--- src/rtl/cpu_pkg.sv ---
// -----------------------------------------------------------------------------
// cpu_pkg
// Shared definitions for the accumulator CPU core: opcode encoding, control
// FSM state encoding, flag bit positions and a width helper.
// No ports (package).
// -----------------------------------------------------------------------------
package cpu_pkg;

   localparam int OPC_W   = 4;
   localparam int FLAGS_W = 3;

   // Flag vector layout is {C, N, Z}
   localparam int FLAG_Z = 0;
   localparam int FLAG_N = 1;
   localparam int FLAG_C = 2;

   typedef enum logic [OPC_W-1:0] {
      OP_NOP = 4'd0,
      OP_LDA = 4'd1,
      OP_ADD = 4'd2,
      OP_SUB = 4'd3,
      OP_AND = 4'd4,
      OP_OR  = 4'd5,
      OP_XOR = 4'd6,
      OP_STA = 4'd7,
      OP_OUT = 4'd8,
      OP_JMP = 4'd9,
      OP_JZ  = 4'd10,
      OP_JN  = 4'd11,
      OP_JC  = 4'd12,
      OP_R13 = 4'd13,
      OP_R14 = 4'd14,
      OP_HLT = 4'd15
   } opcode_e;

   typedef enum logic [2:0] {
      ST_IDLE   = 3'd0,
      ST_FETCH  = 3'd1,
      ST_DECODE = 3'd2,
      ST_EXEC   = 3'd3,
      ST_HALT   = 3'd4
   } state_e;

   function automatic int max3(input int a, input int b, input int c);
      int m;
      m = a;
      if (b > m) m = b;
      if (c > m) m = c;
      return m;
   endfunction

endpackage

--- src/rtl/alu_param.sv ---
// -----------------------------------------------------------------------------
// alu_param
// Combinational ALU for the accumulator CPU. Works at DATA_W+1 bits so the
// top bit carries the ADD carry / SUB borrow.
//   a      in  DATA_W  accumulator operand
//   b      in  DATA_W  memory operand
//   op     in  4       opcode (LDA passes b through)
//   result out DATA_W  low DATA_W bits of the operation
//   c      out 1       ADD: carry out; SUB: 1 when no borrow (a >= b)
//   n      out 1       result MSB
//   z      out 1       result is zero
// -----------------------------------------------------------------------------
module alu_param
   import cpu_pkg::*;
#(
   parameter int DATA_W = 8
) (
   input  logic [DATA_W-1:0] a,
   input  logic [DATA_W-1:0] b,
   input  opcode_e           op,
   output logic [DATA_W-1:0] result,
   output logic              c,
   output logic              n,
   output logic              z
);

   logic [DATA_W:0] wide_s;

   // Operation select at extended width
   always_comb begin
      wide_s = '0;
      case (op)
         OP_LDA:  wide_s = {1'b0, b};
         OP_ADD:  wide_s = {1'b0, a} + {1'b0, b};
         OP_SUB:  wide_s = {1'b0, a} - {1'b0, b};
         OP_AND:  wide_s = {1'b0, a & b};
         OP_OR:   wide_s = {1'b0, a | b};
         OP_XOR:  wide_s = {1'b0, a ^ b};
         default: wide_s = {1'b0, a};
      endcase
   end

   assign result = wide_s[DATA_W-1:0];
   // For SUB the extended bit is a borrow; the flag reports its inverse
   assign c      = (op == OP_SUB) ? ~wide_s[DATA_W] : wide_s[DATA_W];
   assign n      = wide_s[DATA_W-1];
   assign z      = (wide_s[DATA_W-1:0] == '0);

endmodule

--- src/rtl/accum_cpu_core.sv ---
// -----------------------------------------------------------------------------
// accum_cpu_core
// Parametrised accumulator CPU. Instruction and data memories are filled
// through one load port while idle/halted, then a start pulse runs the
// program with a fixed 3-cycle FETCH/DECODE/EXEC sequence per instruction.
//   clk            in  1        rising-edge clock
//   reset          in  1        synchronous, active-high
//   cpu_input      in  IN_W     load word (instr: [INSTR_W-1:0], data: [DATA_W-1:0])
//   load_address   in  IMEM_AW  load target (data uses low DMEM_AW bits)
//   load           in  1        write strobe, honoured only in IDLE/HALT
//   is_instruction in  1        1 = instruction memory, 0 = data memory
//   start          in  1        run from pc 0 (IDLE/HALT only)
//   output_value   out DATA_W   value of the last OUT
//   out_index      out OUT_AW   index tag of the last OUT
//   out_valid      out 1        one-cycle pulse per OUT
//   busy           out 1        FETCH, DECODE or EXEC
//   halted         out 1        HLT executed
//   flags          out 3        {C, N, Z}
//   pc             out IMEM_AW  program counter
// -----------------------------------------------------------------------------
module accum_cpu_core
   import cpu_pkg::*;
#(
   parameter  int DATA_W  = 8,
   parameter  int IMEM_AW = 5,
   parameter  int DMEM_AW = 4,
   parameter  int OUT_AW  = 5,
   localparam int OPR_W   = max3(IMEM_AW, DMEM_AW, OUT_AW),
   localparam int INSTR_W = OPC_W + OPR_W,
   localparam int IN_W    = max3(DATA_W, INSTR_W, 1)
) (
   input  logic               clk,
   input  logic               reset,
   input  logic [IN_W-1:0]    cpu_input,
   input  logic [IMEM_AW-1:0] load_address,
   input  logic               load,
   input  logic               is_instruction,
   input  logic               start,
   output logic [DATA_W-1:0]  output_value,
   output logic [OUT_AW-1:0]  out_index,
   output logic               out_valid,
   output logic               busy,
   output logic               halted,
   output logic [FLAGS_W-1:0] flags,
   output logic [IMEM_AW-1:0] pc
);

   logic [INSTR_W-1:0] imem_r [2**IMEM_AW];
   logic [DATA_W-1:0]  dmem_r [2**DMEM_AW];

   state_e             state_r, state_next_s;
   logic [IMEM_AW-1:0] pc_r, pc_next_s, pc_inc_s;
   logic [DATA_W-1:0]  acc_r, opnd_r;
   logic [INSTR_W-1:0] ir_r;
   logic [FLAGS_W-1:0] flags_r;
   logic [DATA_W-1:0]  output_value_r;
   logic [OUT_AW-1:0]  out_index_r;
   logic               out_valid_r, busy_r, halted_r;

   opcode_e            opc_s;
   logic [OPR_W-1:0]   operand_s;
   logic [DMEM_AW-1:0] data_addr_s;
   logic [IMEM_AW-1:0] jump_tgt_s;
   logic               idle_s;
   logic               imem_we_s, dmem_we_s;
   logic [DMEM_AW-1:0] dmem_waddr_s;
   logic [DATA_W-1:0]  dmem_wdata_s;

   logic [DATA_W-1:0]  alu_res_s;
   logic               alu_c_s, alu_n_s, alu_z_s;

   assign opc_s       = opcode_e'(ir_r[INSTR_W-1 -: OPC_W]);
   assign operand_s   = ir_r[OPR_W-1:0];
   assign data_addr_s = operand_s[DMEM_AW-1:0];
   assign jump_tgt_s  = operand_s[IMEM_AW-1:0];
   assign pc_inc_s    = pc_r + IMEM_AW'(1);
   assign idle_s      = (state_r == ST_IDLE) || (state_r == ST_HALT);

   alu_param #(.DATA_W(DATA_W)) u_alu (
      .a      (acc_r),
      .b      (opnd_r),
      .op     (opc_s),
      .result (alu_res_s),
      .c      (alu_c_s),
      .n      (alu_n_s),
      .z      (alu_z_s)
   );

   // Next-state logic of the control FSM
   always_comb begin
      state_next_s = state_r;
      case (state_r)
         ST_IDLE, ST_HALT: begin
            if (start) state_next_s = ST_FETCH;
            else       state_next_s = state_r;
         end
         ST_FETCH:  state_next_s = ST_DECODE;
         ST_DECODE: state_next_s = ST_EXEC;
         ST_EXEC: begin
            if (opc_s == OP_HLT) state_next_s = ST_HALT;
            else                 state_next_s = ST_FETCH;
         end
         default:   state_next_s = ST_IDLE;
      endcase
   end

   // Control FSM state register
   always_ff @(posedge clk) begin
      if (reset) state_r <= ST_IDLE;
      else       state_r <= state_next_s;
   end

   // Program-counter update for the instruction in EXEC; branches test
   // the flags as they stood before this instruction
   always_comb begin
      pc_next_s = pc_inc_s;
      case (opc_s)
         OP_JMP: pc_next_s = jump_tgt_s;
         OP_JZ: begin
            if (flags_r[FLAG_Z]) pc_next_s = jump_tgt_s;
            else                 pc_next_s = pc_inc_s;
         end
         OP_JN: begin
            if (flags_r[FLAG_N]) pc_next_s = jump_tgt_s;
            else                 pc_next_s = pc_inc_s;
         end
         OP_JC: begin
            if (flags_r[FLAG_C]) pc_next_s = jump_tgt_s;
            else                 pc_next_s = pc_inc_s;
         end
         OP_HLT:  pc_next_s = pc_r;
         default: pc_next_s = pc_inc_s;
      endcase
   end

   // Memory write arbitration; reset blocks every write so an abort
   // never leaves a partial STA behind
   always_comb begin
      imem_we_s    = 1'b0;
      dmem_we_s    = 1'b0;
      dmem_waddr_s = '0;
      dmem_wdata_s = '0;
      if (reset) begin
         imem_we_s = 1'b0;
         dmem_we_s = 1'b0;
      end else if (load && idle_s) begin
         imem_we_s    = is_instruction;
         dmem_we_s    = ~is_instruction;
         dmem_waddr_s = load_address[DMEM_AW-1:0];
         dmem_wdata_s = cpu_input[DATA_W-1:0];
      end else if ((state_r == ST_EXEC) && (opc_s == OP_STA)) begin
         dmem_we_s    = 1'b1;
         dmem_waddr_s = data_addr_s;
         dmem_wdata_s = acc_r;
      end else begin
         imem_we_s = 1'b0;
         dmem_we_s = 1'b0;
      end
   end

   // Memory arrays; contents survive reset
   always_ff @(posedge clk) begin
      if (imem_we_s) imem_r[load_address] <= cpu_input[INSTR_W-1:0];
      if (dmem_we_s) dmem_r[dmem_waddr_s] <= dmem_wdata_s;
   end

   // Datapath and output registers
   always_ff @(posedge clk) begin
      if (reset) begin
         pc_r           <= '0;
         acc_r          <= '0;
         opnd_r         <= '0;
         ir_r           <= '0;
         flags_r        <= '0;
         output_value_r <= '0;
         out_index_r    <= '0;
         out_valid_r    <= 1'b0;
         busy_r         <= 1'b0;
         halted_r       <= 1'b0;
      end else begin
         out_valid_r <= 1'b0;
         busy_r      <= (state_next_s == ST_FETCH) || (state_next_s == ST_DECODE) ||
                        (state_next_s == ST_EXEC);
         case (state_r)
            ST_IDLE, ST_HALT: begin
               if (start) begin
                  pc_r     <= '0;
                  acc_r    <= '0;
                  flags_r  <= '0;
                  halted_r <= 1'b0;
               end
            end
            ST_FETCH:  ir_r   <= imem_r[pc_r];
            ST_DECODE: opnd_r <= dmem_r[data_addr_s];
            ST_EXEC: begin
               case (opc_s)
                  OP_LDA, OP_AND, OP_OR, OP_XOR: begin
                     acc_r           <= alu_res_s;
                     flags_r[FLAG_Z] <= alu_z_s;
                     flags_r[FLAG_N] <= alu_n_s;
                  end
                  OP_ADD, OP_SUB: begin
                     acc_r           <= alu_res_s;
                     flags_r[FLAG_Z] <= alu_z_s;
                     flags_r[FLAG_N] <= alu_n_s;
                     flags_r[FLAG_C] <= alu_c_s;
                  end
                  OP_OUT: begin
                     output_value_r <= acc_r;
                     out_index_r    <= operand_s[OUT_AW-1:0];
                     out_valid_r    <= 1'b1;
                  end
                  OP_HLT:  halted_r <= 1'b1;
                  default: ;
               endcase
               pc_r <= pc_next_s;
            end
            default: ;
         endcase
      end
   end

   assign output_value = output_value_r;
   assign out_index    = out_index_r;
   assign out_valid    = out_valid_r;
   assign busy         = busy_r;
   assign halted       = halted_r;
   assign flags        = flags_r;
   assign pc           = pc_r;

endmodule

--- config.mk ---
export PLATFORM = sky130hd
export DESIGN_NAME = accum_cpu_core
export DESIGN_NICKNAME = d
export VERILOG_FILES = /design/src/rtl/cpu_pkg.sv /design/src/rtl/alu_param.sv /design/src/rtl/accum_cpu_core.sv
export SDC_FILE = /design/constraint.sdc
export NUM_CORES = 1
export LEC_CHECK = 0
export ABC_AREA = 1
export CORE_ASPECT_RATIO = 1.2
export CORE_UTILIZATION = 45
export DETAILED_ROUTE_END_ITERATION = 6
export GPL_TIMING_DRIVEN = 0
export PLACE_DENSITY = 0.64
export SYNTH_ARGS = -nofsm -noshare
export SYNTH_HDL_FRONTEND = slang
export SYNTH_SLANG_ARGS = --single-unit
--- constraint.sdc ---
create_clock -name clk -period 2.9 [get_ports clk]
set_input_delay 0.435 -clock clk [delete_from_list [all_inputs] [get_ports clk]]
set_output_delay 0.435 -clock clk [all_outputs]
set_load 0.01 [all_outputs]
==> results.sh <==
export IMPL_netlist_instances=1797
export IMPL_period_needed_ps=2890
export IMPL_synth_cell_area_um2=19900
export IMPL_die_x_um=194
export IMPL_arrival_ps=3110
export IMPL_grt_first_pass_wirelength_mm=88.0
export IMPL_nets=1944
export IMPL_drv_cap=0
export IMPL_holdWs_ps=506
export IMPL_ant_nets=0
export IMPL_ir_worst_vdd_uv=521
export IMPL_numCtsBuffers=46
export IMPL_post_route_period_util=0.996
export IMPL_clk_latency_ps=580
export IMPL_grt_usage=0.267
export IMPL_place_port_buffers=42
export IMPL_design_area_um2=23000
export IMPL_yosys_register_bits=467
export IMPL_path_clk_slew_ps=60
export IMPL_fp_coreArea_um2=43700
export IMPL_syn_num_nets=1843
export IMPL_p_clk_frac=0.407
export IMPL_syn_avg_cell_area_um2=11.1
export IMPL_wirelength_mm=60.0
export IMPL_die_area_um2=45000
export IMPL_worst_pin_slew_ps=1270
export IMPL_firstDrtPassIters=5
export IMPL_clock_sinks=467
export IMPL_cts_tree="yes"
export IMPL_drc=0
export IMPL_dpl_worst_slack_ps=-570
export IMPL_synth_warnings=0
export IMPL_initial_core_util=0.455
export IMPL_via_count=14500
export IMPL_diodes=0
export IMPL_crit_path_start_kind="register"
export IMPL_seq_area_frac_synth=0.680
export IMPL_crit_required_ps=3120
export IMPL_p_sw_frac=0.248
export IMPL_area_delta_synth_final_pct=15.7
export IMPL_critPathKind="register to register"
export IMPL_fin_worst_skew_ps=16.5
export IMPL_fmax_mhz=346
export IMPL_fin_ws_ps=10.4
export IMPL_dpl_hpwl_mm=41.9
export IMPL_grt_max_degree=34
export IMPL_antenna_found_initial=1
export IMPL_slew_headroom=0.154
export IMPL_final_cell_mix="416 x edfxtp_1, 289 x nor2_1, 279 x o21ai_0"
export IMPL_grt_ovfl_total=0
export IMPL_synthArstFlopShare=0
export IMPL_layout_drive_gt1_share=0.104
export IMPL_multi_input_area_um2=5960
export IMPL_seq_area_um2=13500
export IMPL_wl_per_cell_um=24.1
export IMPL_htree_num_levels=2
export IMPL_crit_fanout=9
export IMPL_clockBufferDepth=3
export IMPL_drt_iter0_markers=1546
export IMPL_clockRootBuffer="clkbuf_16"
export IMPL_fillCellCount=3823
export IMPL_placed_area_um2=21100
export IMPL_internal_power_mw=11.5
export IMPL_grt_setup_unrepaired="true"
export IMPL_drv_slew=0
export IMPL_pin_count=43
export IMPL_cp_end_kind="register"
export IMPL_synth_distinct_cells=43
export IMPL_rows=84
export IMPL_routabilityCongestion=0.955
export IMPL_die_y_um=232
export IMPL_hold_viol=0
export IMPL_grt_pass1_vias=13800
export IMPL_power_frac_comb=0.106
export IMPL_synth_ff_type="edfxtp_1"
export IMPL_p_leak_nw=7.87
export IMPL_synth_edff_count=416
export IMPL_p_switching_mw=3.77
export IMPL_layout_commonest_cell="edfxtp_1"
export IMPL_avgViaCountPerCell=5.83
export IMPL_powerDensity_nw_per_um2=662
export IMPL_seqPwrFrac=0.488
export IMPL_outcome="finished clean"
export IMPL_min_path_type="register to register"
export IMPL_setup_viol=0
-- cells by family after synthesis --
logic type,share of synthesized area
AND/OR/NAND/NOR,0.124
AO/OA/AOI/OAI,0.136
flip-flops,0.680
buffers and inverters,0.0390
adder cells (fa/ha/maj),0.0174
XOR/XNOR,0.00397
-- critical path, cell delays in order, from the launching register on --
cell	delay, ps
dfxtp_1	340
nor2_1	230
nand2_1	170
inv_1	150
nand2_1	60
nor2_1	460
nand3_2	570
nor2_4	540
-- per-layer routing --
metal,share of wire,wire length (µm),track usage
met5,0.00022,13,0
met4,0.046,2740,0.119
met3,0.067,4000,0.0398
met2,0.50,29900,0.467
met1,0.39,23400,0.330
-- Yosys cell counts, drive strengths merged, types with 2 or more instances --
cell | instances | share of area
inv | 89 | 0.017
clkbuf | 69 | 0.013
nor3 | 8 | 0.0028
nor3b | 2 | 0.00076
o221ai | 13 | 0.0057
a21oi | 72 | 0.019
ha | 26 | 0.016
clkinv | 4 | 0.00076
a211oi | 9 | 0.0034
nand3 | 58 | 0.015
edfxtp | 416 | 0.63
nand4 | 3 | 0.0016
o21ai | 293 | 0.074
nand2 | 195 | 0.037
xor2 | 8 | 0.0035
o22ai | 98 | 0.031
nor2 | 340 | 0.065
buf | 28 | 0.0082
nand3b | 2 | 0.00076
or2 | 2 | 0.00063
dfxtp | 51 | 0.051
o211ai | 4 | 0.0015
-- state kept, by name, summed over array words and instances (netlist names) --
name          cells
acc_r             8
imem_r          288
opnd_r            8
state_r           3
out_valid         1
output_value      8
halted            1
flags             2
dmem_r          128
out_index         5
pc                5
busy              1
ir_r              9
-- repair_timing --
item,CTS,global route
pin swaps,0,3
hold buffers,0,0
setup endpoints to repair,254,373
setup buffers,0,3
gates resized for setup,18,83
-- power groups by stage --
stage                     sequential, mW  clock [mW]  combinational (mW)
after detailed placement            7.57           0                1.55
after global placement              7.57           0                1.52
after floorplan                     7.55           0               0.959
after global routing                7.43        6.48                1.76
after CTS                           7.42        6.25                1.56
final                               7.43        6.19                1.61
-- cell type report --
class,instances,share of cell area
plain buffers,97,0.0187
flip-flops and latches,467,0.588
multi-input cells,1140,0.259
repair buffers,53,0.0213
clock buffers,55,0.0529
inverters,93,0.0152
well taps,559,0.0304
clock inverters,29,0.0144
-- through the flow --
step	util	TNS, ps	instances	power, mW
2_1_floorplan	-	0	1797	8.51
3_3_place_gp	0.480	-309590	2398	9.09
3_5_place_dp	0.482	-140390	2406	9.12
4_1_cts	0.519	-16450	2490	15.2
5_1_grt	0.526	-21780	2493	15.7
6_report	0.526	0	2493	15.2
-- final timing paths --
check / start / end / slack [ps] / cells past startpoint
worst min register to register: acc_r[0]$_SDFFE_PP0P_ / acc_r[0]$_SDFFE_PP0P_ / 510 / 2
worst max register to register: state_r[0]$_SDFF_PP0_ / imem_r[28][0]$_DFFE_PP_ / 10 / 7
worst max-delay path: state_r[0]$_SDFF_PP0_ / imem_r[28][0]$_DFFE_PP_ / 10 / 7
worst min-delay path: acc_r[0]$_SDFFE_PP0P_ / acc_r[0]$_SDFFE_PP0P_ / 510 / 2
No activity file was read; power rests on OpenSTA's default activity.
